===== src/rtl/mem_arbiter.sv =====
// Two-port round-robin memory arbiter (CPU port A, loader/DMA port B) sharing one
// synchronous memory. Fixed three-state transaction: IDLE -> ACCESS -> COMPLETE.
module mem_arbiter (
    input  logic        clk,
    input  logic        reset,
    input  logic        a_req,
    input  logic        b_req,
    input  logic        a_we,
    input  logic        b_we,
    input  logic [15:0] a_addr,
    input  logic [15:0] b_addr,
    input  logic [15:0] a_wdata,
    input  logic [15:0] b_wdata,
    input  logic [15:0] mem_value,
    output logic        a_ack,
    output logic        b_ack,
    output logic [15:0] a_rdata,
    output logic [15:0] b_rdata,
    output logic [15:0] mem_address,
    output logic [15:0] mem_bus,
    output logic        mem_load,
    output logic        rom_wr_err,
    output logic [7:0]  err_count,
    output logic        busy,
    output logic [1:0]  state_dbg
);

    // Handshake: a requester raises req with we/addr/wdata stable and keeps it high
    // until it sees its one-cycle ack; a req still high in the IDLE after the ack
    // is a new transaction. Fields are latched when the grant is taken.

    localparam logic [15:0] RAM_BASE = 16'h0100;

    typedef enum logic [1:0] {
        IDLE     = 2'd0,
        ACCESS   = 2'd1,
        COMPLETE = 2'd2
    } state_t;

    state_t      state;
    logic        last_grant;   // 0 = A, 1 = B
    logic        g_port;
    logic        g_we;
    logic [15:0] g_addr;
    logic [15:0] g_wdata;

    logic        pick_b;
    logic        sel_we;
    logic [15:0] sel_addr;
    logic [15:0] sel_wdata;

    // On a tie the port that was not served last wins.
    always_comb begin
        pick_b    = (a_req && b_req) ? ~last_grant : b_req;
        sel_we    = pick_b ? b_we    : a_we;
        sel_addr  = pick_b ? b_addr  : a_addr;
        sel_wdata = pick_b ? b_wdata : a_wdata;
    end

    assign busy      = (state != IDLE);
    assign state_dbg = state;

    always_ff @(posedge clk) begin
        if (reset) begin
            state       <= IDLE;
            last_grant  <= 1'b1;
            g_port      <= 1'b0;
            g_we        <= 1'b0;
            g_addr      <= 16'h0000;
            g_wdata     <= 16'h0000;
            a_ack       <= 1'b0;
            b_ack       <= 1'b0;
            a_rdata     <= 16'h0000;
            b_rdata     <= 16'h0000;
            mem_address <= 16'h0000;
            mem_bus     <= 16'h0000;
            mem_load    <= 1'b0;
            rom_wr_err  <= 1'b0;
            err_count   <= 8'h00;
        end else begin
            case (state)
                IDLE: begin
                    if (a_req || b_req) begin
                        g_port      <= pick_b;
                        g_we        <= sel_we;
                        g_addr      <= sel_addr;
                        g_wdata     <= sel_wdata;
                        mem_address <= sel_addr;
                        mem_bus     <= sel_wdata;
                        mem_load    <= sel_we && (sel_addr >= RAM_BASE);
                        state       <= ACCESS;
                    end
                end
                ACCESS: begin
                    mem_load <= 1'b0;
                    mem_bus  <= 16'h0000;
                    if (g_port) begin
                        b_ack <= 1'b1;
                    end else begin
                        a_ack <= 1'b1;
                    end
                    if (!g_we) begin
                        if (g_port) begin
                            b_rdata <= mem_value;
                        end else begin
                            a_rdata <= mem_value;
                        end
                    end else if (g_addr < RAM_BASE) begin
                        // ROM write: dropped, flagged and counted.
                        rom_wr_err <= 1'b1;
                        if (err_count != 8'hFF) begin
                            err_count <= err_count + 8'd1;
                        end
                    end
                    state <= COMPLETE;
                end
                COMPLETE: begin
                    a_ack       <= 1'b0;
                    b_ack       <= 1'b0;
                    rom_wr_err  <= 1'b0;
                    mem_address <= 16'h0000;
                    last_grant  <= g_port;
                    state       <= IDLE;
                end
                default: begin
                    state <= IDLE;
                end
            endcase
        end
    end

endmodule


===== config.mk =====
export PLATFORM = sky130hd
export DESIGN_NAME = mem_arbiter
export DESIGN_NICKNAME = d
export VERILOG_FILES = /design/src/rtl/mem_arbiter.sv
export SDC_FILE = /design/constraint.sdc
export NUM_CORES = 1
export LEC_CHECK = 0
export CORE_MARGIN = 3
export CORE_UTILIZATION = 36
export CTS_CLUSTER_DIAMETER = 60
export CTS_CLUSTER_SIZE = 8
export DETAILED_ROUTE_END_ITERATION = 10
export GPL_TIMING_DRIVEN = 0
export PLACE_DENSITY_LB_ADDON = 0.08
export REMOVE_ABC_BUFFERS = 1
export SLEW_MARGIN = 20
export SYNTH_ARGS = -nofsm -noshare
export SYNTH_HDL_FRONTEND = slang
export SYNTH_SLANG_ARGS = --single-unit

===== constraint.sdc =====
create_clock -name clk -period 1.7 [get_ports clk]
set_input_delay 0.17 -clock clk [delete_from_list [all_inputs] [get_ports clk]]
set_output_delay 0.17 -clock clk [all_outputs]
set_load 0.02 [all_outputs]

==> reports/summary.txt <==
Run status - complete, no violations
Reg2Reg Depth - 6
Yosys Warn Count - 0
WL per Instance - 15.4 um
PD cells - 904 nW/um^2
TritonCTS Sinks - 89
Comb power frac - 30.3%
Setup tns final - 0 ps
CTS Buffer Depth - 2
DR vias - 3770
Post-synth EDFFs - 0
Die height - 109 um
Drt initial violations - 183
Setup violators final - 0
Slew headroom - 71.0%
Critical path launch point type - flop
Leading cell type in the layout, fill and taps excluded - clkdlybuf4s50_1
Number of synthesized register bits - 89
Most frequent cells in the layout - 161 x clkdlybuf4s50_1, 85 x dfxtp_1, 70 x nand2_1, 49 x nor2_1, 44 x a21oi_1
Least-Margin Pin Slew - 433 ps
Register area share after synthesis - 46.9%
N_diodes - 0
Post-DP Area - 5540 um^2
DR pass1 iterations - 4
Routed met3 length - 957 um
RSZ-0062 raised after global routing - true
Core footprint - 10000 um^2
Die Span X - 109 um
Top Ports - 165
Reg-to-Reg Start - g_addr[11]
Vias in the first global route - 3629
CP Capture Type - flop
Starting Density - 38.0%
First-pass GRT wire length - 17.9 mm
Max Clk Rate - 0.592 GHz
Tot Pwr - 5500 uW
WP data required - 1990 ps
Fin. Hold Viols - 0
Hold endpoint - mem_bus[3]
DRC - 0
TritonCTS Buffers - 9
Hold Path Class - in2reg
Gp weighted congestion - 0.768
P_sw - 1720 uW
Avg Cell Area, Syn - 8.90 um^2
Hold depth - 2
Clk_lat worst skew - 360 ps
Flop pwr share - 43.4%
Async S/R FF share, synth - 0%
Yosys top cell area share - 46.9%
Largest net degree at the start of global routing - 56
Worst hold margin - 200 ps
GRT overflow - 0
Internal power - 3780 uW
Total GRT Usage - 19.4%
Hold path start - reset
Final worst path period need - 1690 ps
DIE AREA - 11800 um^2
Worst-path clk slew - 100 ps
VDD IR-drop max - 0.000486 V
Root Buffer - clkbuf_8
Met1 Wirelength - 4.84 mm
HPWL Detailed - 7.76 mm
Synth area leaders - dfxtp_1 47%, nand2_1 7.0%, mux2i_1 6.9%
Clk pwr share - 26.3%
Cts hold-fix bufs - 0
Port Buffers - 164
Via density - 5.13
Critical path class - reg2reg
Synth cell types - 46
Worst R2R Setup Slack - 10 ps
Clk_skew - 12.8 ps
Syn Inst Count - 427
Leakage power - 0.00222 uW
CTS tree - done
Fin. max-slew vios - 0
CP arrival - 1980 ps
Reg-to-reg critical path endpoint - rom_wr_err
Initial antenna violation count - 0
Max Used Layer - met4
Ys flop type - dfxtp_1
H-Tree Depth - 3
Synthesized area - 3800 um^2
Area grow syn2layout - 60.2%
Finished Cell Area - 6090 um^2
Leading area contributor after synthesis - dfxtp_1
Share of cells above drive strength 1 - 14.1%
Crit share post-route - 99.3%
Final wirelength - 11.3 mm
ANT nets after route - 0
Site row count - 36
WL met2 - 5.40 mm
Max-cap violations - 0
Final nets - 688
Worst Path Max Fanout - 4
Finished Core Util - 60.9%
Sw frac - 31.2%
per-stage QoR:
step                      worst slack (ps)  instances
after floorplan                      -2750        399
after global placement               -4520        696
after detailed placement              -777        699
after CTS                             13.6        729
after global routing                 -60.3        735
final                                 11.6        735
flip-flops by register name (all words and copies together) (netlist names), 2 cells and up:
name	flops
a_rdata	16
b_rdata	16
err_count	8
g_addr	8
mem_address	16
mem_bus	16
state_dbg	2
worst max-delay path, cell delays in order (launching register included):
cell and delay (ps):
dfxtp_2 340, nor4_4 390, buf_4 210, buf_6 100
a31oi_4 60, or3_4 380, a21oi_2 150
power groups by stage:
stage               sequential, uW  clock, uW  combinational (uW)
finish                        2390       1450                1670
global route                  2410       1610                1800
CTS                           2380       1500                1590
detailed placement            2410          0                1450
global placement              2400          0                1440
floorplan                     2570          0                 595
Yosys cell counts, types with 2 or more instances:
cell	n
nor2_1	51
clkbuf_8	2
a2bb2oi_1	24
a21oi_1	46
o31ai_1	4
and3_1	2
or3_1	2
buf_2	6
nand3_1	8
a22oi_1	9
a211oi_1	9
mux2_2	8
mux2i_1	26
nor4_1	4
or4_1	4
o21ai_2	2
clkbuf_1	17
o21a_1	3
ha_1	5
inv_1	7
nand2_1	71
dfxtp_1	89
o21ai_0	5
worst max path at each step:
stage | startpoint | to
after floorplan | last_grant | mem_load
after global placement | b_req | mem_load
after detailed placement | state_dbg[0] | mem_load
after CTS | state_dbg[1] | err_count[4]
after global routing | g_addr[11] | rom_wr_err
final | g_addr[11] | rom_wr_err
what timing repair did:
item | in CTS | in global routing
endpoints found under the setup margin | 81 | 60
cloned | 4 | 0
setup buffers | 10 | 6
pin swaps | 4 | 12
gates resized for setup | 24 | 23
metal layers:
| layer | vias to the layer above | track usage (%) |
|---|---|---|
| li1 | 1854 | - |
| met4 | 0 | 6.94 |
| met1 | 1766 | 24.1 |
| met2 | 137 | 31.8 |
| met5 | - | 0 |
| met3 | 13 | 5.98 |
kinds of logic (layout without fill, tap and decap cells):
group / after synthesis / after routing / synth area share [%]
buffers and inverters: 35 / 206 / 4.48
multiplexers: 34 / 34 / 9.22
flip-flops: 89 / 89 / 46.9
AND/OR/NAND/NOR: 158 / 159 / 19.2
adder cells (fa/ha/maj): 5 / 5 / 1.65
AO/OA/AOI/OAI: 106 / 109 / 18.5
layout make-up:
cell class	instances	area, um^2
Timing Repair Buffer	183	1820
Inverter	7	31.3
Multi-Input combinational cell	307	2080
Sequential cell	89	1790
Fill cell	883	3910
Tap cell	133	166
Clock buffer	10	128
Clock inverter	6	67.6
No activity file was read; power rests on OpenSTA's default activity.
==> edit (config.mk and constraints unchanged) <==
Put one more register stage on the output `err_count`. The value now appears one clock later. The other outputs are not delayed to match.
--- a/src/rtl/mem_arbiter.sv
+++ b/src/rtl/mem_arbiter.sv
@@ -36,6 +36,8 @@
         ACCESS   = 2'd1,
         COMPLETE = 2'd2
     } state_t;
+
+    logic [7:0] err_count_s0;
 
     state_t      state;
     logic        last_grant;   // 0 = A, 1 = B
@@ -76,7 +78,7 @@
             mem_bus     <= 16'h0000;
             mem_load    <= 1'b0;
             rom_wr_err  <= 1'b0;
-            err_count   <= 8'h00;
+            err_count_s0 <= 8'h00;
         end else begin
             case (state)
                 IDLE: begin
@@ -108,8 +110,8 @@
                     end else if (g_addr < RAM_BASE) begin
                         // ROM write: dropped, flagged and counted.
                         rom_wr_err <= 1'b1;
-                        if (err_count != 8'hFF) begin
-                            err_count <= err_count + 8'd1;
+                        if (err_count_s0 != 8'hFF) begin
+                            err_count_s0 <= err_count_s0 + 8'd1;
                         end
                     end
                     state <= COMPLETE;
@@ -129,5 +131,9 @@
         end
     end
 
+    always_ff @(posedge clk) begin
+        err_count <= err_count_s0;
+    end
+
 endmodule
 
Behaviour: not the same (a bounded check fails within 4 cycles, from zero or initial values and one cycle with reset high).
==> edit against the unedited design <==
Non-clock buffer count stayed put. Worst setup slack lost 0.011 ns. Final area up 1.2%. Sequential cell count grew 8. Wire length fell by 2.5%. Area after synthesis is 3.4% higher. Cell count increased by 1.2%. Total power is 5.5% higher.
==> edit: results (changes against the unedited design) <==
Placed design
  – DP Wirelength: 7750 um (about the same)
  – Area after DPL: 5680 um2 (+2.6%)

Global routing
  – Gr usage total: 17.2% (-2.2 points)
  – Vias in the first global route: 3677 (+1.3%)
  – First-pass GRT wire length: 17600 um (-1.9%)
  – Largest net degree at the start of global routing: 50 (-11%)

Synthesis
  – Synth cell count leaders: 97 x dfxtp_1, 71 x nand2_1, 55 x nor2_1
  – Cell variety after synth: 40 (-13%)
  – Area contributors post-synth: dfxtp_1 49%, nand2_1 6.8%, mux2i_1 6.6%
  – Sequential fraction of the synthesis area: 49.4% (+2.5 points)

Finish
  – Filler cells: 944 (+6.9%)
  – Fin nets: 694 (+0.87%)

Setup path
  – Worst setup path start: g_addr[14]
  – Slowest stage delay, CP: 0.54 ns (+0.15 ns)

Pwr
  – Switching Share: 29.4% (-1.8 points)
  – Leakage: 0.00222 uW (+0.31%)
  – Power density cells: 942 nW/um2 (+4.3%)
  – Peak supply drop: 482 uV (-0.86%)

Drt
  – Routed wire length: 11100 um (-2.5%)
  – Met2 WL post-DR: 5280 um (-2.2%)
  – Metal3 WL: 946 um (-1.1%)
  – Initial DRC count: 176 (-3.8%)

Timing
  – Fin crit share: 100% (+0.67 points)
  – Slew at the pin closest to its max-slew limit: 0.539 ns (+0.106 ns)

Clocking
  – Cts repair resizes: 18 (-25%)

Status
  – Status: finished clean
==> edit: cell count changes after synthesis, sizes merged, moves of 2 or more <==
cell and delta:
and2 +2, inv -2, nand4 +2, buf +2, dfxtp +8, nor2 +4, o21a -2, nand3 -3
clkbuf -3, and3 -2, nand3b +2
==> edit: logic make-up (layout without fill, tap and decap cells) <==
logic type                 count (synthesis)  in the layout  synth area share [%]
and+or+nand+nor                          161            161                  18.2
AOI/OAI and AO/OA                        106            107                  17.9
DFF                                       97             97                  49.4
muxes                                     34             34                  8.92
buffers and inverters                     32            204                  3.95
adders and majority gates                  5              5                  1.59
==> edit: cell type report <==
class | instances | share of cell area (%)
Sequential cell | 97 | 31.7
Multi-Input combinational cell | 307 | 31.5
Timing Repair Buffer | 183 | 30.1
Tap cell | 136 | 2.76
Clock buffer | 10 | 2.07
Clock inverter | 6 | 1.46
Inverter | 5 | 0.345
==> edit: per-layer routing <==
metal	vias up	track usage (%)
met5	-	0
met4	0	6.08
met3	8	5.70
met2	133	29.0
met1	1740	20.6
li1	1870	-
